`src/rtl/hazard_ctrl_unit.sv`:
```
// rtl/hazard_ctrl_unit.sv - pipeline hazard controller: multi-cycle load-use stall, branch flush, memory freeze
module hazard_ctrl_unit #(
  parameter int REG_AW   = 5,
  parameter int LOAD_LAT = 1,
  parameter int CNT_W    = 16
) (
  input  logic              clk,
  input  logic              reset,
  input  logic              id_ex_memread,
  input  logic [REG_AW-1:0] id_ex_rt,
  input  logic [REG_AW-1:0] if_id_rs,
  input  logic [REG_AW-1:0] if_id_rt,
  input  logic              if_id_uses_rt,
  input  logic              branch_taken,
  input  logic              mem_busy,
  output logic              pc_write,
  output logic              if_id_write,
  output logic              if_id_flush,
  output logic              id_ex_bubble,
  output logic              pipe_freeze,
  output logic              stall_active,
  output logic [CNT_W-1:0]  lu_stall_cnt,
  output logic [CNT_W-1:0]  flush_cnt
);

  typedef enum logic {IDLE, LU_STALL} state_t;

  localparam logic [2:0]       LAT_M1  = 3'(LOAD_LAT - 1);
  localparam logic [CNT_W-1:0] CNT_MAX = '1;

  state_t           state;
  logic [2:0]       rem;
  logic [CNT_W-1:0] lu_cnt_q;
  logic [CNT_W-1:0] flush_cnt_q;
  logic             hz;

  // $zero is hardwired, so a load targeting it can never create a dependency
  assign hz = id_ex_memread && (id_ex_rt != '0) &&
              ((id_ex_rt == if_id_rs) || (if_id_uses_rt && (id_ex_rt == if_id_rt)));

  always_comb begin
    pc_write     = 1'b1;
    if_id_write  = 1'b1;
    if_id_flush  = 1'b0;
    id_ex_bubble = 1'b0;
    pipe_freeze  = 1'b0;
    if (!reset) begin
      if (mem_busy) begin
        pc_write    = 1'b0;
        if_id_write = 1'b0;
        pipe_freeze = 1'b1;
      end else if (branch_taken) begin
        if_id_flush  = 1'b1;
        id_ex_bubble = 1'b1;
      end else if ((state == LU_STALL) || hz) begin
        pc_write     = 1'b0;
        if_id_write  = 1'b0;
        id_ex_bubble = 1'b1;
      end
    end
  end

  assign stall_active = !reset && (state == LU_STALL);
  assign lu_stall_cnt = reset ? '0 : lu_cnt_q;
  assign flush_cnt    = reset ? '0 : flush_cnt_q;

  // mem_busy holds everything: EX is frozen, so branch/hazard re-present next cycle
  always_ff @(posedge clk) begin
    if (reset) begin
      state       <= IDLE;
      rem         <= 3'd0;
      lu_cnt_q    <= '0;
      flush_cnt_q <= '0;
    end else if (!mem_busy) begin
      if (branch_taken) begin
        state <= IDLE;
        rem   <= 3'd0;
        if (flush_cnt_q != CNT_MAX) flush_cnt_q <= flush_cnt_q + 1'b1;
      end else if (state == LU_STALL) begin
        if (lu_cnt_q != CNT_MAX) lu_cnt_q <= lu_cnt_q + 1'b1;
        rem <= rem - 3'd1;
        if (rem == 3'd1) state <= IDLE;
      end else if (hz) begin
        if (lu_cnt_q != CNT_MAX) lu_cnt_q <= lu_cnt_q + 1'b1;
        rem   <= LAT_M1;
        state <= (LOAD_LAT > 1) ? LU_STALL : IDLE;
      end
    end
  end

endmodule

```
`config.mk`:
```
export PLATFORM = sky130hd
export DESIGN_NAME = hazard_ctrl_unit
export DESIGN_NICKNAME = d
export VERILOG_FILES = /design/src/rtl/hazard_ctrl_unit.sv
export SDC_FILE = /design/constraint.sdc
export NUM_CORES = 1
export LEC_CHECK = 0
export CAP_MARGIN = 20
export CORE_MARGIN = 1
export CORE_UTILIZATION = 48
export DETAILED_ROUTE_END_ITERATION = 12
export PLACE_DENSITY_LB_ADDON = 0.08
export REMOVE_ABC_BUFFERS = 1
export SYNTH_ARGS = -nofsm -noshare
export SYNTH_HDL_FRONTEND = slang
export SYNTH_SLANG_ARGS = --single-unit
```
`constraint.sdc`:
```
create_clock -name clk -period 2.8 [get_ports clk]
set_input_delay 0.56 -clock clk [delete_from_list [all_inputs] [get_ports clk]]
set_output_delay 0.56 -clock clk [all_outputs]
set_load 0.03 [all_outputs]
```
=== Word-level counts from Yosys, hierarchy flattened ===
Index checks and enable logic that the tools add are counted.

* Flip-flop bits (word level): 36
* Input port bits: 21
* Output and inout bits: 38
* Word-level logic and storage cells: 51

* Add/sub/neg operators: 3
* Eq/ne operators: 5
* Mux-type cells: 24
* Bitwise operators: 2
* Reduce and logical (&&, ||, !) cells: 13

{| class="wikitable"
|+ Operators with widths
! kind !! count
|-
| two-way mux 16 bit || 5
|-
| adder 16 x 1 -> 16 bit (second input constant) || 2
|-
| != test 16 bit (second input constant) || 2
|-
| two-way mux 1 bit || 16
|-
| equality test 5 bit || 2
|-
| two-way mux 3 bit || 3
|-
| AND reduction 3 bit || 2
|-
| nonzero test 5 bit || 1
|-
| logical AND 1 bit || 4
|-
| equality test 3 x 1 -> 1 bit (second input constant) || 1
|-
| nonzero test 3 bit || 1
|-
| subtractor 3 x 1 -> 3 bit (second input constant) || 1
|-
| logical OR 1 bit || 2
|-
| inverter 1 bit || 2
|-
| AND reduction 2 bit || 1
|-
| nonzero test 2 bit || 1
|-
| logical NOT 1 bit || 1
|}

=== Depth between registers and ports, before layout ===
* Depth after elaboration: 9
* Mapped depth: 9
* Depth with buffers taken out: 7

=== Least setup slack after synthesis ===
OpenSTA, ideal clock, no wires.

* Path kind: input port to output port
* From: input id_ex_rt[1]
* To: output pc_write
* Arrival: 2,266 ps
* Required time: 2,240 ps
* Slack: -26 ps
* Stages on the path: 6
* Buffers on the path: 1
* Cells stage by stage: or4_1 > o21a_1 > a21oi_1 > nor2_1 > o21bai_1 > buf_4

* Longest elaborated chain between the ends: 9
* Elaborated cells on any way between the ends: 12
* Those cells by class: eq/ne: 2; mux: 4; reduce/logical: 6

{| class="wikitable"
|+ RTL lines
! item !! line !! text
|-
| start: declaration || 10 || <nowiki>input logic [REG_AW-1:0] id_ex_rt,</nowiki>
|-
| equality test 5 bit || 39 || <nowiki>((id_ex_rt == if_id_rs) || (if_id_uses_rt && (id_ex_rt == if_id_rt)));</nowiki>
|-
| logical AND 1 bit || 39 ||
|-
| logical OR 1 bit || 39 ||
|-
| logical AND 1 bit (*) || 38 || <nowiki>assign hz = id_ex_memread && (id_ex_rt != '0) &&</nowiki>
|-
| logical OR 1 bit (*) || 55 || <nowiki>end else if ((state == LU_STALL) || hz) begin</nowiki>
|-
| two-way mux 1 bit (*) (4 in a row) || -- ||
|-
| end: declaration || 16 || <nowiki>output logic pc_write,</nowiki>
|}

Every way passes the cells marked *; elsewhere a longest branch is shown, timed or not.

=== Worst setup path in the final report ===
* From: input id_ex_rt[3]
* To: output if_id_write

* Longest elaborated chain between the ends: 9
* Elaborated cells on any way between the ends: 12
* Those cells by class: eq/ne: 2; mux: 4; reduce/logical: 6

{| class="wikitable"
|+ RTL lines
! item !! line !! text
|-
| equality test 5 bit || 39 ||
|-
| logical AND 1 bit || 39 ||
|-
| logical OR 1 bit || 39 ||
|-
| logical AND 1 bit (*) || 38 ||
|-
| logical OR 1 bit (*) || 55 ||
|-
| two-way mux 1 bit (*) || 55 ||
|-
| two-way mux 1 bit (*) || 52 || <nowiki>end else if (branch_taken) begin</nowiki>
|-
| two-way mux 1 bit (*) || 48 || <nowiki>if (mem_busy) begin</nowiki>
|-
| two-way mux 1 bit (*) || 47 || <nowiki>if (!reset) begin</nowiki>
|-
| end: declaration || 17 || <nowiki>output logic if_id_write,</nowiki>
|}

Marks and branches as above.

==> reports/results.txt <==
Count of vias placed by the detailed router - 2071
Critical Path Slowest Stage Cell - or4_4
Part of the cycle the worst path needs - 97.0%
RD Place Congestion - 0.812
Global-route total usage across every layer - 20.4%
Hold Crit Class - reg2reg
Total number of cells along the worst setup path - 8
Core area - 4320 µm²
Fraction of synthesized cell area taken by the top area cell type - 33.4%
Iteration-0 DRC Markers - 77
Clock Tree Root - clkbuf_8
Peak clock frequency supported by timing - 368 MHz
IO Pins - 59
Distinct cells, synth - 40
Antenna violations before repair - 0
Power density normalized to cell area - 342 nW/µm²
Share of synthesized registers carrying an async set or reset - 0%
Result of the run - finished clean
Routed WL per cell - 12.3 µm
Min Clock Period, post-route - 2.72 ns
Starting utilization of the core area - 49.9%
Post-Syn Instances - 271
Cell breakdown of the critical path - dlygate4sd2_1, or4_4, o21a_1, buf_6, a21oi_4, nor2_1, o21bai_1, buf_4
CTS sink cnt - 36
Post-DP HPWL - 3600 µm
R2R setup slack - 0.49 ns
Worst hold path depth - 2
Cell count of the worst reg-to-reg path - 8
Cell types occupying the most area after synthesis - dfxtp_1 33%, nor2b_1 9.6%, xnor2_1 7.3%, nor2_1 5.4%, nand2_1 4.0%
Post-synth EDFFs - 0
Worst VDD drop - 0.261 mV
Static leakage - 1.04 nW
Origin of the worst setup path - id_ex_rt[3]
Drt via density - 5.28
Critical path buffer and inverter count - 3
Clock skew - 0.00583 ns
Most used flip-flop cell after synthesis - dfxtp_1
Die width - 69.0 µm
Pin slew with the least headroom to its limit - 0.446 ns
Kind of critical path - in2out
Crit-path max FO - 2
Largest net degree at the start of global routing - 31
Share of the core filled with cells - 68.9%
Capture instance of the worst register-to-register path - lu_cnt_q[10]
Most frequent cell after synthesis - dfxtp_1
Clock buffers created by TritonCTS - 5
First-pass iteration count of the detailed router - 4
Overflow after GRT - 0
Clk buf depth - 2
Layout overhead on the synthesized area - 38.1%
Data required time at the worst endpoint - 2.24 ns
Worst EP arrival - 2.16 ns
Clock network latency to the later pin of the worst-skew pair - 0.28 ns
Cell area after synthesis - 2160 µm²
Vias in the first global route - 1837
Clock tree from TritonCTS - yes
Most common library cells after synthesis - 36 x dfxtp_1, 33 x nor2b_1, 31 x nor2_1
Power after layout - 0.00102 W
Number of core rows - 24
Number of nets in the finished design - 364
Die height - 69.0 µm
Number of synthesized register bits - 36
Top delay family on crit path - buffers and inverters
Post-synth top area cell - dfxtp_1
Wire length of the first global-routing pass - 8130 µm
Overall die area - 4770 µm²
Antenna Cells - 0
Count of unresolved DRC violations after routing - 0
Critical path launch point type - input pin
Clock slew at the register clock pins of the worst setup and hold paths - 0.07 ns
Mean cell area of the mapped netlist - 7.96 µm²
Setup TNS - 0 ns
Final setup viols - 0
Headroom to the max-slew limit - 70.0%
CP endpoint - if_id_write
Critical path's largest stage delay - 0.48 ns
Layout cell share with drive strength beyond 1 - 11.8%
Launch instance of the worst register-to-register path - lu_cnt_q[0]
Final Max Slew Viols - 0
Sequential cell area fraction in the yosys report - 33.4%
Capturing element type of the critical path - primary output
Number of buffers inserted by port buffering - 58
RSZ-0062 raised after global routing - false
Post-detailed-routing wire length - 4830 µm
Warnings from Yosys - 0
Final hold violation count - 0
Max-Cap Viols - 0
Number of routed nets with antenna violations - 0
H-Tree Level Count - 2
-- worst min-delay path, delay by kind of cell (launching register included) --
| kind | cells | cell delay [ns] |
|---|---|---|
| AO/OA/AOI/OAI | 2 | 0.12 |
| flip-flops | 1 | 0.31 |
-- where the power goes --
part	internal [W]	switching, W	total [W]
clock network	0.000201	0.000174	0.000375
logic	0.0000659	0.0000611	0.000127
registers	0.000514	0.00000326	0.000517
total	0.000780	0.000238	0.00102
-- per-stage QoR --
stage / setup slack, ns / instances / hold WS, ns / area, µm²
after floorplan: -0.116 / 257 / 0.442 / 2080
after global placement: -0.392 / 381 / 0.460 / 2840
after detailed placement: -0.431 / 381 / 0.466 / 2840
after CTS: 0.00264 / 391 / 0.481 / 2960
after global routing: 0.0136 / 392 / 0.514 / 2980
final: 0.0850 / 392 / 0.480 / 2980
-- cells in the final DEF (no fill, tap or decap), drive strengths merged --
cell type	n
ha	4
o21bai	1
nor2b	33
xor2	5
dlygate4sd2	2
a31oi	1
a22oi	1
or3	7
clkdlybuf4s50	48
and3	3
mux2	6
inv	7
dfxtp	36
or4	7
buf	23
o21a	3
nor4	1
nand2	23
xnor2	18
nand4	11
o22ai	1
nor3b	1
and4	3
o21ai	13
nor3	11
a211oi	2
nand2b	1
nor2	31
clkbuf	8
mux2i	1
a21oi	11
clkdlybuf4s15	2
a2111oi	1
o31ai	2
nand3	12
-- how the worst min path moves through the flow --
| stage | start | to | slack (ns) |
|---|---|---|---|
| floorplan | rem[2] | rem[2] | 0.44 |
| global placement | rem[2] | rem[2] | 0.46 |
| detailed placement | rem[2] | rem[2] | 0.47 |
| CTS | rem[2] | rem[2] | 0.48 |
| global route | rem[1] | rem[1] | 0.51 |
| finish | rem[2] | rem[2] | 0.48 |
-- cell families after synthesis --
family / share of synthesized area, %
DFF: 33.4
adders and majority gates: 2.32
AOI/OAI and AO/OA: 11.1
xor gates and xnor gates: 9.34
buffers and inverters: 4.70
and+or+nand+nor: 35.6
muxes: 3.60
-- routing by layer --
| layer | routed length, µm | share of wire [%] | GRT usage [%] | vias up |
|---|---|---|---|---|
| li1 | - | - | - | 1078 |
| met1 | 2260 | 47 | 25.8 | 950 |
| met2 | 2380 | 49 | 35.8 | 41 |
| met3 | 179 | 3.7 | 3.65 | 2 |
| met4 | 15 | 0.31 | 4.31 | 0 |
| met5 | 0 | 0 | 0 | - |
-- flip-flops by register name, summed over array words and instances, names as in the netlist --
name,count
flush_cnt_q,16
lu_cnt_q,16
rem,3
state,1
-- area by class of cell --
type / instances / area, µm²
Fill cell: 385 / 1350
Multi-Input combinational cell: 214 / 1360
Clock buffer: 8 / 90.1
Timing Repair Buffer: 75 / 714
Tap cell: 52 / 65.1
Sequential cell: 36 / 721
Inverter: 7 / 26.3
-- timing repair --
action,in CTS,in global routing
cloned,0,0
setup buffers,2,1
resized for setup,12,6
hold buffers,0,0
pin swaps,4,6
endpoints found under the setup margin,3,3
No activity file was read; power rests on OpenSTA's default activity.
